### src/rtl/demodulate_pi_div2.sv
// rtl/demodulate_pi_div2.sv - fs/4 down-shift: rotates each accepted sample by (-j)^k, with output and skid registers.
// Optional saturating negation of the most negative value when DEMOD_PI_DIV2_SAT_EN is defined.
module demodulate_pi_div2 #(
    parameter int G_DWIDTH = 24
) (
    input  logic                clk_i,
    input  logic                reset_i,
    input  logic                enable_i,
    input  logic [1:0]          phase_init_i,
    input  logic [G_DWIDTH-1:0] din_re_i,
    input  logic [G_DWIDTH-1:0] din_im_i,
    input  logic                din_valid_i,
    output logic                din_ready_o,
    output logic [G_DWIDTH-1:0] dout_re_o,
    output logic [G_DWIDTH-1:0] dout_im_o,
    output logic                dout_valid_o,
    input  logic                dout_ready_i,
    output logic [1:0]          phase_o
);

    localparam logic [0:0] ST_INIT = 1'b0;
    localparam logic [0:0] ST_RUN  = 1'b1;

    logic [0:0]          state_q, state_d;
    logic [1:0]          phase_q, phase_d;
    logic [G_DWIDTH-1:0] o_re_q, o_re_d, o_im_q, o_im_d;
    logic [G_DWIDTH-1:0] s_re_q, s_re_d, s_im_q, s_im_d;
    logic                o_valid_q, o_valid_d;
    logic                s_full_q, s_full_d;
    logic                rdy_q, rdy_d;
    logic [G_DWIDTH-1:0] rot_re, rot_im;
    logic                in_acc, out_acc;

    function automatic logic [G_DWIDTH-1:0] neg(input logic [G_DWIDTH-1:0] x);
`ifdef DEMOD_PI_DIV2_SAT_EN
        if (x == {1'b1, {(G_DWIDTH-1){1'b0}}})
            return {1'b0, {(G_DWIDTH-1){1'b1}}};
        else
            return -x;
`else
        return -x;
`endif
    endfunction

    always_comb begin
        rot_re = din_re_i;
        rot_im = din_im_i;
        case (phase_q)
            2'd1: begin rot_re = din_im_i;      rot_im = neg(din_re_i); end
            2'd2: begin rot_re = neg(din_re_i); rot_im = neg(din_im_i); end
            2'd3: begin rot_re = neg(din_im_i); rot_im = din_re_i;      end
            default: ;
        endcase
    end

    assign in_acc  = din_valid_i & rdy_q;
    assign out_acc = o_valid_q & dout_ready_i;

    always_comb begin
        state_d   = state_q;
        phase_d   = phase_q;
        o_re_d    = o_re_q;
        o_im_d    = o_im_q;
        s_re_d    = s_re_q;
        s_im_d    = s_im_q;
        o_valid_d = o_valid_q;
        s_full_d  = s_full_q;
        rdy_d     = rdy_q;
        if (state_q == ST_INIT) begin
            state_d = ST_RUN;
            rdy_d   = 1'b1;
        end else begin
            if (in_acc)
                phase_d = phase_q + 2'd1;
            // O is free this cycle: skid content has priority, since rdy_q=0 whenever S is full
            if (!o_valid_q || out_acc) begin
                if (s_full_q) begin
                    o_re_d    = s_re_q;
                    o_im_d    = s_im_q;
                    o_valid_d = 1'b1;
                    s_full_d  = 1'b0;
                end else if (in_acc) begin
                    o_re_d    = rot_re;
                    o_im_d    = rot_im;
                    o_valid_d = 1'b1;
                end else begin
                    o_valid_d = 1'b0;
                end
            end else if (in_acc) begin
                s_re_d   = rot_re;
                s_im_d   = rot_im;
                s_full_d = 1'b1;
            end
            rdy_d = !s_full_d;
        end
    end

    always_ff @(posedge clk_i) begin
        if (reset_i || !enable_i) begin
            state_q   <= ST_INIT;
            phase_q   <= phase_init_i;
            o_re_q    <= '0;
            o_im_q    <= '0;
            s_re_q    <= '0;
            s_im_q    <= '0;
            o_valid_q <= 1'b0;
            s_full_q  <= 1'b0;
            rdy_q     <= 1'b0;
        end else begin
            state_q   <= state_d;
            phase_q   <= phase_d;
            o_re_q    <= o_re_d;
            o_im_q    <= o_im_d;
            s_re_q    <= s_re_d;
            s_im_q    <= s_im_d;
            o_valid_q <= o_valid_d;
            s_full_q  <= s_full_d;
            rdy_q     <= rdy_d;
        end
    end

    assign din_ready_o  = rdy_q;
    assign dout_re_o    = o_re_q;
    assign dout_im_o    = o_im_q;
    assign dout_valid_o = o_valid_q;
    assign phase_o      = phase_q;

endmodule
### config.mk
export PLATFORM = sky130hd
export DESIGN_NAME = demodulate_pi_div2
export DESIGN_NICKNAME = d
export VERILOG_FILES = /design/src/rtl/demodulate_pi_div2.sv
export SDC_FILE = /design/constraint.sdc
export NUM_CORES = 1
export LEC_CHECK = 0
export BUFFER_PORTS_ARGS = -buffer_cell sky130_fd_sc_hd__buf_4
export CORE_ASPECT_RATIO = 1.1
export CORE_MARGIN = 3
export CORE_UTILIZATION = 62
export CTS_BUF_LIST = sky130_fd_sc_hd__clkbuf_16
export DETAILED_ROUTE_END_ITERATION = 16
export GPL_ROUTABILITY_DRIVEN = 0
export PLACE_DENSITY = 0.85
export REMOVE_ABC_BUFFERS = 1
export SLEW_MARGIN = 0
export SYNTH_ARGS = -nofsm -noshare
export SYNTH_HDL_FRONTEND = slang
export SYNTH_SLANG_ARGS = --single-unit
### constraint.sdc
create_clock -name clk_i -period 8 [get_ports clk_i]
set_input_delay 1.6 -clock clk_i [delete_from_list [all_inputs] [get_ports clk_i]]
set_output_delay 1.6 -clock clk_i [all_outputs]
set_load 0.02 [all_outputs]
==> results.md <==
* Status: completed
* Max cap viols at 0
* Ant. Diodes at 0
* Total core area at 10100 sq um
* Initial antenna violation count at 0
* Final Max Tran Viols at 0
* Fmax at 0.236 GHz
* Drt pass-1 iters at 8
* Placed Cells at 1062
* Relative slew slack at 0.186
* Die width at 104 microns
* R2r setup slk at about 4.7 ns
* VDD IR max at ~0.12 mV
* Final net count at about 1000
* DRT iter0 DRCs at about 1100
* Yosys reg bits at roughly 100
* Post-synthesis cell area at about 6500 sq um
* First-pass GRT wire length at ~34 mm
* CTS Buf Count at 9
* Row cnt at 38
* CP endpoint kind: flop
* CTS sink cnt at about 100
* Crit-path max FO at 5
* Die Y at ~110 microns
* Startpoint Class: input port
* Total gr overflow at 0
* Clk slew on worst S/H paths at 0.07 ns
* Post-DR wirelength/cell at 19.7 microns
* Async set-reset flop share out of synthesis at 0
* Postcts setup bufs at 0
* Setup Skew at roughly 0.0047 ns
* HPWL after DPL at 13.6 mm
* Fin. Hold Viols at 0
* Syn Inst Count at 879
* Die footprint at 11800 sq um
* Starting Density at 0.649
* Final setup viols at 0
* H-tree Lvls at 3
* Main flop type after synthesis: dfxtp_1
* Largest net degree at the start of global routing at slightly below 70
* Post-DR vias/cell at ~7
* CP Class: input port to flop
* Min-Delay Path Class: flop to flop
* Place WS at approximately 3.5 ns
* I/O pins at approximately 110
* Post-synthesis sequential area ratio at 0.315
* Share of layout cells above drive strength 1 at 0.172
* Hold Slack at approximately 0.46 ns
* Synth-to-Final Area Change at 17.2%
* Tcrit/Tclk final at 0.530
* Setup crit end: s_re_q[23]
* WP data required at approximately 8 ns
* Final ANT Viol Nets at 0
* Clock buffer depth at 2
* RSZ-0062 raised after global routing: false
* Post-route setup slack at about 3.8 ns
* # resized after CTS at 0
* Power per Cell Area at about 170 nW/um^2
* Minimum clock period at about 4.2 ns
* Reg2reg path depth at 11
* DRT Wirelength at 21.2 mm
* Fin cells at about 1100
* Vias in the first global route at roughly 7000
* Pleak at around 3 nW
* TritonCTS clock tree: yes
* Overall Global Routing Usage at 0.351
* Yosys cell types at slightly below 70
* Worst Max-Slew Pin Slew at about 1.2 ns
* Port-buffer cells at ~110
* Setup TNS at 0 ns
* Warnings, synthesis at 0
* Reg-to-Reg End: dout_re_o[23]
* Root buffer cell: clkbuf_16
* Post-CTS Hold Fix Bufs at 0
* Reg2Reg Launch Point: phase_o[0]
* Mean Syn Cell Area at 7.44 sq um
* Arr. time, crit path at about 4.5 ns
* Post-synth EDFFs at 2
* Worst setup startpoint: din_im_i[0]
* Total vias in the final route at 7365
* DRC errors left at 0
* Clk_lat worst skew at approximately 0.35 ns
[Yosys cell counts, drive strengths merged, types with 9 or more instances]
cell type	count	area [sq um]
a211oi	19	143
a21o	15	113
a21oi	77	385
a221oi	16	140
a222oi	13	130
a22oi	11	82.6
a311oi	12	105
a31oi	15	93.8
buf	12	56.3
clkbuf	67	251
dfxtp	100	2000
inv	22	82.6
mux2i	20	200
nand2	96	360
nand3	26	135
nand4	9	56.3
nor2	77	289
nor3	30	150
nor4	10	68.8
o21ai	74	370
o31ai	9	67.6
or3	22	149
xnor2	13	114
xor2	10	87.6
[cell families (layout without fill, tap and decap cells)]
family,Yosys count,after routing,share of synthesized area
XOR/XNOR,23,23,0.0308
AO/OA/AOI/OAI,307,307,0.308
AND/OR/NAND/NOR,314,314,0.234
multiplexers,26,26,0.0415
flip-flops,102,102,0.315
adder cells (fa/ha/maj),6,6,0.0115
buffers and inverters,101,160,0.0597
[flip-flops by register name, indices dropped and copies added (netlist names)]
register and count:
s_full_q 1, dout_im_o 24, s_im_q 24, s_re_q 24
state_q 1, dout_valid_o 1, din_ready_o 1, phase_o 2
dout_re_o 24
[layer usage]
layer / global-route usage / share of wire / up-vias
li1: - / - / 3368
met1: 0.447 / 0.39 / 3431
met2: 0.590 / 0.47 / 503
met3: 0.0764 / 0.11 / 63
met4: 0.127 / 0.028 / 0
met5: 0 / 0 / -
[critical path, cell delays in order]
cell,delay [ns]
buf_4,0.13
nor4_1,1.01
nand2_1,0.17
or4_4,0.56
or3_4,0.36
xor2_1,0.23
a21oi_1,0.12
o41ai_1,0.30
[power by group]
part,internal [mW],total (mW),switching (mW)
logic,0.101,0.276,0.175
registers,0.513,0.516,0.00336
clock network,0.276,0.480,0.205
[cell type report]
type                       count  area [sq um]
fill                         782          2410
clock inverter                 7          96.3
multi-input combinational    676          4110
tap                          140           175
clock buffer                   9           225
sequential                   102          2060
timing repair buffer         122           916
inverter                      22          82.6
[placed cells by master, fill, tap and decap left out, types with 3 or more instances in the layout]
cell type / Yosys / routed
a211oi_1: 19 / 19
a21boi_0: 3 / 3
a21o_1: 15 / 15
a21oi_1: 77 / 77
a221oi_1: 16 / 16
a222oi_1: 13 / 13
a22o_1: 3 / 3
a22oi_1: 11 / 11
a311oi_1: 12 / 12
a31oi_1: 15 / 15
and2_1: 7 / 7
and3_1: 8 / 8
buf_4: 0 / 122
clkbuf_16: 0 / 9
dfxtp_1: 100 / 100
ha_1: 6 / 5
inv_1: 21 / 21
mux2_2: 5 / 5
mux2i_1: 20 / 20
nand2_1: 96 / 96
nand2b_1: 8 / 7
nand3_1: 25 / 25
nand4_1: 9 / 9
nor2_1: 77 / 75
nor2b_1: 4 / 4
nor3_1: 30 / 30
nor3b_1: 5 / 5
nor4_1: 9 / 9
o211ai_1: 8 / 8
o21a_1: 8 / 8
o21ai_0: 74 / 74
o22ai_1: 5 / 5
o311ai_0: 3 / 3
o31ai_1: 9 / 9
or3_1: 19 / 19
xnor2_1: 13 / 13
xor2_1: 10 / 10
[stage by stage]
stage / instance area, sq um / power, mW / util
2_1_floorplan: 6230 / 0.693 / -
3_3_place_gp: 7340 / 0.782 / 0.729
3_5_place_dp: 7340 / 0.793 / 0.729
4_1_cts: 7670 / 1.26 / 0.761
5_1_grt: 7670 / 1.32 / 0.761
6_report: 7670 / 1.27 / 0.761
[how the worst min path moves through the flow]
stage / slack, ns / cells past startpoint / endpoint / start
after floorplan: 0.42 / 2 / s_re_q[20] / s_re_q[20]
after global placement: 0.43 / 2 / s_re_q[20] / s_re_q[20]
after detailed placement: 0.44 / 1 / s_im_q[20] / s_im_q[20]
after CTS: 0.45 / 1 / s_im_q[20] / s_im_q[20]
after global routing: 0.48 / 1 / s_im_q[16] / s_im_q[16]
final: 0.46 / 1 / s_im_q[20] / s_im_q[20]
No activity file was read; power rests on OpenSTA's default activity.
